File: config.mk
export PLATFORM = sky130hd
export DESIGN_NAME = ttl_cen_gen_sync
export DESIGN_NICKNAME = d
export VERILOG_FILES = /design/src/rtl/ttl_cen_gen_sync_pkg.sv /design/src/rtl/ttl_cen_gen_sync.sv
export SDC_FILE = /design/constraint.sdc
export NUM_CORES = 1
export LEC_CHECK = 0
export CAP_MARGIN = 20
export CORE_UTILIZATION = 55
export CTS_CLUSTER_DIAMETER = 100
export DETAILED_ROUTE_END_ITERATION = 8
export PLACE_DENSITY = 0.8
export SKIP_LAST_GASP = 1
export SYNTH_ARGS = -nofsm -noshare
export SYNTH_HDL_FRONTEND = slang
export SYNTH_SLANG_ARGS = --single-unit
File: constraint.sdc
create_clock -name Clk -period 3.75 [get_ports Clk]
set_input_delay 0.9375 -clock Clk [delete_from_list [all_inputs] [get_ports Clk]]
set_output_delay 0.9375 -clock Clk [all_outputs]
set_load 0.01 [all_outputs]
File: src/rtl/ttl_cen_gen_sync_pkg.sv
// Shared types for the fractional clock-enable generator: the per-edge action
// chosen by the accumulator decision logic.
package ttl_cen_gen_sync_pkg;

  typedef enum logic [2:0] {
    ACT_HOLD       = 3'd0,
    ACT_SYNC       = 3'd1,
    ACT_ADD        = 3'd2,
    ACT_STEP_WRAP  = 3'd3,
    ACT_CLAMP      = 3'd4,
    ACT_FORCE_WRAP = 3'd5
  } cen_act_e;

  // Actions that flip the generated level.
  function automatic logic act_toggles(input cen_act_e act);
    return (act == ACT_STEP_WRAP) || (act == ACT_CLAMP) || (act == ACT_FORCE_WRAP);
  endfunction

endpackage

File: src/rtl/ttl_cen_gen_sync.sv
// Fractional clock-enable generator: phase accumulator producing a square-wave
// enable level at Num/(2*Den) of Clk, plus registered Rise/Fall strobes.
module ttl_cen_gen_sync
  import ttl_cen_gen_sync_pkg::*;
#(
  parameter int WIDTH = 8
) (
  input  logic             Clk,
  input  logic             Reset,
  input  logic             En,
  input  logic             Sync,
  input  logic [WIDTH-1:0] Num,
  input  logic [WIDTH-1:0] Den,
  output logic             CenOut,
  output logic             Rise,
  output logic             Fall
);

  logic [WIDTH-1:0] acc_q, acc_d;
  logic             cen_q, cen_d;
  logic             rise_q, rise_d;
  logic             fall_q, fall_d;
  logic [WIDTH:0]   sum;
  cen_act_e         act;
  logic             toggle;

  // One extra bit so acc + Num never overflows before the modulus compare.
  assign sum = {1'b0, acc_q} + {1'b0, Num};

  always_comb begin
    act = ACT_HOLD;
    if (Sync) begin
      act = ACT_SYNC;
    end else if (Den == '0) begin
      act = ACT_HOLD;
    end else if (!En) begin
      act = ACT_HOLD;
    end else if (acc_q >= Den) begin
      act = ACT_FORCE_WRAP;
    end else if (Num >= Den) begin
      act = ACT_CLAMP;
    end else if (sum >= {1'b0, Den}) begin
      act = ACT_STEP_WRAP;
    end else begin
      act = ACT_ADD;
    end
  end

  assign toggle = act_toggles(act);

  always_comb begin
    acc_d  = acc_q;
    cen_d  = cen_q;
    rise_d = 1'b0;
    fall_d = 1'b0;
    case (act)
      ACT_SYNC: begin
        acc_d  = '0;
        cen_d  = 1'b0;
        fall_d = cen_q;
      end
      ACT_ADD: begin
        acc_d = sum[WIDTH-1:0];
      end
      // The true difference is below Den, so WIDTH-bit modular subtraction is exact.
      ACT_STEP_WRAP: begin
        acc_d = sum[WIDTH-1:0] - Den;
      end
      ACT_CLAMP, ACT_FORCE_WRAP: begin
        acc_d = '0;
      end
      default: begin
        acc_d = acc_q;
      end
    endcase
    if (toggle) begin
      cen_d  = ~cen_q;
      rise_d = ~cen_q;
      fall_d = cen_q;
    end
  end

  always_ff @(posedge Clk or posedge Reset) begin
    if (Reset) begin
      acc_q  <= '0;
      cen_q  <= 1'b0;
      rise_q <= 1'b0;
      fall_q <= 1'b0;
    end else begin
      acc_q  <= acc_d;
      cen_q  <= cen_d;
      rise_q <= rise_d;
      fall_q <= fall_d;
    end
  end

  assign CenOut = cen_q;
  assign Rise   = rise_q;
  assign Fall   = fall_q;

endmodule

==> flow_summary.json <==
{
  "drive_above_1_share": 0.325,
  "rsz0062_at_grt": "yes",
  "synth-compound-area-share": 0.225,
  "grt_overflow": 0,
  "ant_nets": 0,
  "synth_fa_ha_area_frac": 0.277,
  "fin_crit_sh": 1.01,
  "synth_seq_cells": 11,
  "max_cap_viol_count": 0,
  "post-route-util": 0.871,
  "crit_fanout": 5,
  "outcome": "complete, but fails checks",
  "cp-start-kind": "input port",
  "ys_seq_area_frac": 0.173,
  "port_buffers": 22,
  "hold_viol": 0,
  "setup_tns_ps": -61.4,
  "hold_path.class": "flop to flop",
  "timing.final.crit_period_ps": 3810,
  "wirelength_um": 6570,
  "synth_edf_count": 0,
  "slew_headroom": 0.686,
  "grt_pass1_vias": 1848,
  "synth_cell_types": 38,
  "grt_usage": 0.364,
  "endpoint_kind": "flop",
  "clockBufferDepth": 2,
  "routedWlPerCell_um": 22.2,
  "cts_buffers": 3,
  "synthMuxAreaShare": 0.0440,
  "vias": 1967,
  "drt-pass1-iter-count": 5,
  "slew_viol_final": 0,
  "placed_cell_area_um2": 2150,
  "worstSetupPathType": "input port to flop",
  "io_pins": 23,
  "clock.fmax_mhz": 263,
  "yosysWarnings": 0,
  "hold_slack_ps": 566,
  "antenna_cells": 0,
  "nFillCells": 137,
  "grt_pass1_wl_um": 8620,
  "cp.required_ps": 3920,
  "start_util": 0.577,
  "viasPerCell": 6.65,
  "die-area_um2": 3110,
  "gp_congestion": 0.899,
  "antenna_found_initial": 0,
  "fp-row-count": 19,
  "synthCells": 188,
  "setup_viol": 2,
  "yosys.area.top_type": "ha_1",
  "netlist_top_cells_area": "ha_1 (25%), dfrtp_1 (17%), nor2_1 (5.4%), mux2i_1 (4.4%), inv_1 (3.5%)",
  "powerDensity_nw_per_um2": 824,
  "vdd_drop_max_v": 0.000720,
  "synth-async-reset-ratio": 1.00,
  "final_nets": 320,
  "synth.top_cell.area_share": 0.252,
  "clock_latency_ps": 310,
  "cts_tree": "done",
  "synth_top_family_by_area": "adder cells",
  "postCtsHoldBufs": 0,
  "worstPathArrival_ps": 3980,
  "post-dp-hpwl_um": 3960,
  "synth_xor_area_frac": 0.0495,
  "failed_checks": "negative setup slack",
  "die_h_um": 55.8,
  "cts-htree-levels": 1,
  "chipWidth_um": 55.8,
  "leakage_uw": 0.00117,
  "design_area_um2": 2400,
  "synth_nets": 242,
  "avgSynthCellArea_um2": 8.47,
  "grt_max_degree": 12,
  "cts.clk_slew.worst_paths_ps": 110,
  "synth-simple-area-share": 0.189,
  "fin_skew_ps": 21.5,
  "design.core.area_um2": 2760,
  "drtIter0Drc": 153,
  "cts_sinks": 11,
  "netlist_area_um2": 1590,
  "setup_ws_ps": -55.4,
  "clockRootBuffer": "clkbuf_4",
  "tightest_slew_ps": 471,
  "synth_common_cells": "ha_1 (32), nor2_1 (23), inv_1 (15)",
  "yosysMostFrequentCell": "ha_1",
  "drc": 0,
  "area_growth_pct": 50.9,
  "ys.flop_type": "dfrtp_1"
}
## critical path, cell delays in order
cell and delay [ps]:
buf_8 100, ha_4 150, fa_2 380, a211oi_2 220, o21bai_1 100, a21oi_1 200, xnor2_1 170, ha_1 320
a21oi_2 190, o21ai_1 120, a311o_1 340, nor2_4 190, buf_16 150, mux2i_1 250, o21ai_1 150
## routing by layer
metal | vias to the layer above | GRT usage | routed length [um]
met3 | 58 | 0.0419 | 566
met1 | 897 | 0.443 | 2460
li1 | 842 | - | -
met4 | 0 | 0.196 | 524
met5 | - | 0 | 0
met2 | 170 | 0.627 | 3020
## state kept, by name, indices dropped and copies added, names as in the netlist
signal  flops
Fall        1
Rise        1
acc_q       8
CenOut      1
## metrics by stage
step / setup slack, ps / cells / total power, uW
after floorplan: 10.4 / 188 / 932
after global placement: -460 / 280 / 1430
after detailed placement: -553 / 280 / 1480
after CTS: 11.4 / 293 / 1750
after global routing: -61.9 / 296 / 2080
final: -55.4 / 296 / 1980
## final cells by class
class	count	area [um2]	share of cell area
multi-input cells	161	1360	0.564
repair buffers	74	648	0.270
flip-flops and latches	11	275	0.115
inverters	15	56.3	0.0234
well taps	31	38.8	0.0162
clock buffers	3	22.5	0.00938
clock inverters	1	5.00	0.00208
## placed cells by master (no fill, tap or decap), types with 2 or more instances in the layout
cell / Yosys / layout
a211oi_2: 3 / 5
a21oi_1: 10 / 9
buf_4: 0 / 50
clkbuf_4: 0 / 3
clkdlybuf4s50_1: 0 / 15
dfrtp_1: 11 / 11
dlygate4sd2_1: 0 / 2
dlymetal6s2s_1: 0 / 3
ha_1: 32 / 26
ha_2: 0 / 2
ha_4: 0 / 4
inv_1: 15 / 14
mux2i_1: 7 / 3
mux2i_2: 0 / 3
nand2_1: 13 / 13
nand2b_1: 4 / 4
nand4_1: 3 / 3
nor2_1: 23 / 23
nor2b_1: 2 / 2
nor3_1: 5 / 5
nor4_1: 2 / 2
o21a_1: 2 / 2
o21ai_0: 10 / 6
o21ai_1: 8 / 11
o21ai_2: 1 / 2
o21bai_2: 0 / 2
o22ai_1: 2 / 2
or3_1: 4 / 4
xnor2_1: 5 / 5
xor2_1: 4 / 4
## kinds of logic after synthesis
group	Yosys count
and+or+nand+nor	62
AOI/OAI and AO/OA	49
adders and majority gates	34
buffers and inverters	16
DFF	11
xor gates and xnor gates	9
muxes	7
## final timing paths
check / startpoint / endpoint / slack, ps / cells past startpoint
setup reg to reg: acc_q[0] / acc_q[1] / 170 / 14
hold / removal: acc_q[7] / acc_q[7] / 570 / 2
setup / recovery: Num[0] / acc_q[1] / -60 / 15
hold reg to reg: acc_q[7] / acc_q[7] / 570 / 2
max in group asynchronous: Reset / acc_q[7] / 2460 / 2
min in group asynchronous: Reset / acc_q[1] / 940 / 2
## report_power, final
part	switching [uW]	leakage, uW	internal, uW
clock	61.6	0.0000177	39.9
sequential	51.7	0.000148	157
combinational	796	0.00101	872
total	910	0.00117	1070
## timing repair
action,in CTS,in global routing
resized for setup,19,21
setup buffers,8,3
endpoints found under the setup margin,11,10
pin swaps,14,15
gates cloned,1,0
No activity file was read; power rests on OpenSTA's default activity.
